--- src/rtl/jtdd_timing_pkg.sv ---
// Default video timing constants for the Double Dragon core and helpers shared by
// the timing generator and the renderers.
package jtdd_timing_pkg;
    localparam int HTOTAL_DEF   = 384;
    localparam int VTOTAL_DEF   = 272;
    localparam int HB_START_DEF = 256;
    localparam int HS_START_DEF = 288;
    localparam int HS_LEN_DEF   = 32;
    localparam int VB_END_DEF   = 8;
    localparam int VB_START_DEF = 248;
    localparam int VS_START_DEF = 252;
    localparam int VS_LEN_DEF   = 4;

    function automatic logic in_win(input logic [8:0] x, input int lo, input int len);
        return (int'(x) >= lo) && (int'(x) < lo + len);
    endfunction

    function automatic logic param_ok(input int p);
        return (p >= 1) && (p <= 511);
    endfunction
endpackage

--- src/rtl/jtdd_timing_cnt.sv ---
// 9-bit wrap counter: counts 0..MAX-1 on cen, exposes its next value and a carry
// that is high on the enabled cycle where it wraps.
module jtdd_timing_cnt
    import jtdd_timing_pkg::*;
#(
    parameter int MAX = HTOTAL_DEF
) (
    input  logic       clk,
    input  logic       rst,
    input  logic       cen,
    output logic [8:0] cnt,
    output logic [8:0] nxt,
    output logic       carry
);
    localparam logic [8:0] LAST = 9'(MAX - 1);

    always_comb begin
        carry = cen && (cnt == LAST);
        nxt   = cnt;
        if (cen) nxt = carry ? 9'd0 : cnt + 9'd1;
    end

    always_ff @(posedge clk or posedge rst) begin
        if (rst) cnt <= 9'd0;
        else     cnt <= nxt;
    end
endmodule

--- src/rtl/jtdd_timing.sv ---
// Video timing generator: H/V counters plus registered blank, sync and IMS flags,
// decoded from the counters' next values so flags line up with H/V.
module jtdd_timing
    import jtdd_timing_pkg::*;
#(
    parameter int HTOTAL   = HTOTAL_DEF,
    parameter int VTOTAL   = VTOTAL_DEF,
    parameter int HB_START = HB_START_DEF,
    parameter int HS_START = HS_START_DEF,
    parameter int HS_LEN   = HS_LEN_DEF,
    parameter int VB_END   = VB_END_DEF,
    parameter int VB_START = VB_START_DEF,
    parameter int VS_START = VS_START_DEF,
    parameter int VS_LEN   = VS_LEN_DEF
) (
    input  logic       clk,
    input  logic       rst,
    input  logic       pxl_cen,
    output logic [8:0] H,
    output logic [8:0] V,
    output logic       HBL,
    output logic       VBL,
    output logic       HS,
    output logic       VS,
    output logic       IMS,
    output logic       LHBL,
    output logic       frame_start
);
    logic [8:0] h_nxt, v_nxt;
    logic       h_carry, v_carry;
    logic       hbl_n, vbl_n;

    jtdd_timing_cnt #(.MAX(HTOTAL)) u_hcnt (
        .clk(clk), .rst(rst), .cen(pxl_cen), .cnt(H), .nxt(h_nxt), .carry(h_carry)
    );

    jtdd_timing_cnt #(.MAX(VTOTAL)) u_vcnt (
        .clk(clk), .rst(rst), .cen(h_carry), .cnt(V), .nxt(v_nxt), .carry(v_carry)
    );

    always_comb begin
        hbl_n = int'(h_nxt) >= HB_START;
        vbl_n = (int'(v_nxt) >= VB_START) || (int'(v_nxt) < VB_END);
    end

    // v_nxt only moves on the H wrap, so V flags cannot change mid-line
    always_ff @(posedge clk or posedge rst) begin
        if (rst) begin
            HBL         <= 1'b0;
            VBL         <= 1'b1;
            HS          <= 1'b0;
            VS          <= 1'b0;
            IMS         <= 1'b0;
            LHBL        <= 1'b0;
            frame_start <= 1'b0;
        end else begin
            frame_start <= v_carry;
            if (pxl_cen) begin
                HBL  <= hbl_n;
                HS   <= in_win(h_nxt, HS_START, HS_LEN);
                VBL  <= vbl_n;
                VS   <= in_win(v_nxt, VS_START, VS_LEN);
                IMS  <= v_nxt[3];
                LHBL <= ~hbl_n & ~vbl_n;
            end
        end
    end

    always_ff @(posedge clk) begin
        assert (param_ok(HTOTAL) && param_ok(VTOTAL) && param_ok(HB_START) &&
                param_ok(HS_START) && param_ok(HS_LEN) && param_ok(VB_END) &&
                param_ok(VB_START) && param_ok(VS_START) && param_ok(VS_LEN))
            else $error("jtdd_timing: timing parameter outside 1..511");
    end
endmodule

--- config.mk ---
export PLATFORM = sky130hd
export DESIGN_NAME = jtdd_timing
export DESIGN_NICKNAME = d
export VERILOG_FILES = /design/src/rtl/jtdd_timing_pkg.sv /design/src/rtl/jtdd_timing_cnt.sv /design/src/rtl/jtdd_timing.sv
export SDC_FILE = /design/constraint.sdc
export NUM_CORES = 1
export LEC_CHECK = 0
export CORE_MARGIN = 1
export CORE_UTILIZATION = 49
export DETAILED_ROUTE_END_ITERATION = 10
export PLACE_DENSITY = 0.76
export SLEW_MARGIN = 10
export SYNTH_ARGS = -nofsm -noshare
export SYNTH_HDL_FRONTEND = slang
export SYNTH_HIERARCHICAL = 1
export SYNTH_SLANG_ARGS = --single-unit
--- constraint.sdc ---
create_clock -name clk -period 3.7 [get_ports clk]
set_clock_uncertainty 0.15 [all_clocks]
set_input_delay 0.555 -clock clk [delete_from_list [all_inputs] [get_ports clk]]
set_output_delay 0.555 -clock clk [all_outputs]
set_load 0.01 [all_outputs]
==> results.ini <==
[grt]
grt_pass1_wl_mm=4.26
grt-ovfl-total=0
track_usage=0.220
grt_max_degree=16
grt_pass1_vias=922
antenna_found_initial=0

[logic_synthesis]
netlist_area_mm2=0.00123
synth_cell_types=39
synthTopCellsByArea=dfrtp_1 49%, nand2_1 4.3%, xnor2_1 4.3%, inv_1 3.1%, xor2_1 2.8%
yosysTopAreaCellShare=0.488
yosys_warnings=6
synthCells=116
synth_common_cells=24 x dfrtp_1, 14 x nand2_1, 10 x inv_1
synth_ff_type=dfrtp_1
yosysMostFrequentCell=dfrtp_1
yosys.area.top_type=dfrtp_1
yosysSeqAreaShare=0.510
synth_edf_count=0
avgSynthCellArea_um2=10.6
async_flop_share=1.00
ys_ff_latch=25
synth_nets=121

[clocking]
postCtsHoldBufs=0
clock_sinks=25
clk_pin_slew_ps=140
cts_made_buffers=3
cts_root_buf=clkbuf_4
cts-htree-levels=1
cts_setup_buffers=0
cts_tree=done
clock_latency_ps=320
cts_resized=0
clockBufferDepth=2

[power_and_ir_drop]
power_leakage_nw=0.689
p_clk_frac=0.183
combPwrFrac=0.289
seqPwrFrac=0.529
power.density_mw_per_mm2=440
p_sw_uw=229
swShare=0.330
intPower_uw=464
vdd.ir_drop.worst_v=0.000364

[timing]
slew_headroom=0.751
period_share=0.757
fin_crit_ps=2800
setup_viol=0
clock.fmax_mhz=357
drv_slew=0
setup_tns_ps=0
hold_violations=0
rsz0062_at_grt=no
worstMarginPinSlew_ps=373

[flow_run]
drv_cap=0

[detailed_routing]
drtIter0Drc=12
vias_per_cell=5.43
firstDrtPassIters=4
routed_wl_mm=2.48
vias=955
detail_route.wl_per_cell_um=14.1
drtAntennaViolNets=0
drc=0

[die]
die_h_um=52.1
ios=28
start_util=0.535
dieArea_mm2=0.00271
core_area_mm2=0.00230
rows=17
die_x_um=52.1

[finish]
multi_input_area_um2=561
drive_above_1_share=0.128
nNetsFinal=154
diodes=0
area_delta_synth_final_pct=28.1
register_area_um2=627
instances_no_fill=176
num-fill-cells=187

[placed_design]
placed_cells=172
io_buffers=27
gp_congestion=0.901
dp_hpwl_mm=1.86

[hold_path]
hold_path_class=in2async

[setup_path]
worstSetupPathType=in2reg
startpoint=pxl_cen
cp-endpoint=LHBL
rrSetupSlack_ps=960
required_ps=3770
r2r-start=u_hcnt/cnt[0]
arrival_ps=2870
reg2reg_to=LHBL
endpoint_kind=flip-flop
cp_max_fo=10
worstSetupStartpointType=input port
r2r_cells=10

[status]
outcome=complete, no violations

-- routing by layer --
metal | share of wire | global-route usage | up-vias
met2 | 0.46 | 0.344 | 20
met5 | 0 | 0 | -
met3 | 0.025 | 0.0351 | 4
met4 | 0.015 | 0.0811 | 0
met1 | 0.50 | 0.304 | 457
li1 | - | - | 474
-- flip-flops by register name, indices dropped and copies added (netlist names) --
signal,count
u_vcnt/cnt,9
HBL,1
VS,1
frame_start,1
IMS,1
VBL,1
HS,1
u_hcnt/cnt,9
LHBL,1
-- power by group through the flow --
stage	combinational, mW	sequential, mW	clock, mW
after CTS	0.201	0.366	0.133
after floorplan	0.0901	0.380	0
after global placement	0.198	0.369	0
after global routing	0.225	0.373	0.143
after detailed placement	0.200	0.371	0
final	0.200	0.366	0.126
-- cell families after synthesis --
logic type	after synthesis	share of synthesized area
compound gates	16	0.0946
xor+xnor	10	0.0712
fa+ha+maj	2	0.0203
buf+inv	11	0.0346
flops	25	0.510
mux	4	0.0346
simple gates	48	0.235
-- placed cells by master (no fill, tap or decap), drive strengths merged, types with 4 or more instances in the layout --
cell type and n:
clkdlybuf4s50 27, dfrtp 24, inv 10, nand2 14, nand3 5, nand4 4
nor2 6, nor3 4, o21ai 6, xnor2 6, xor2 4
-- critical path, cell delays in order --
cell             delay [ps]
clkdlybuf4s50_1         500
nand3_2                 120
nor3_2                  190
buf_4                   180
nand2_1                 100
nor4_1                  290
xor2_1                  280
and4_2                  270
mux2i_1                  90
a32o_1                  280
-- stage by stage --
step                      hold slack, ps  power, mW  setup WS (ps)  area [µm²]  utilization
after floorplan                      208      0.471            910        1230            -
after global placement               342      0.567            649        1550        0.673
final                                357      0.693            901        1580        0.686
after CTS                            351      0.700            936        1580        0.686
after detailed placement             339      0.571            553        1550        0.673
after global routing                 371      0.741            738        1580        0.686
-- worst min-delay path by stage --
stage / from / to / slack, ps
6_report: rst / IMS / 360
5_1_grt: rst / HS / 370
4_1_cts: rst / IMS / 350
3_5_place_dp: VBL / VBL / 340
3_3_place_gp: VBL / VBL / 340
2_1_floorplan: rst / HBL / 210
-- cell type report --
| type | count | area share |
|---|---|---|
| multi-input cells | 80 | 0.356 |
| inverters | 10 | 0.0238 |
| well taps | 28 | 0.0222 |
| repair buffers | 29 | 0.181 |
| clock inverters | 1 | 0.00477 |
| flip-flops and latches | 25 | 0.398 |
| clock buffers | 3 | 0.0143 |
(Power assumes the default switching activity.)
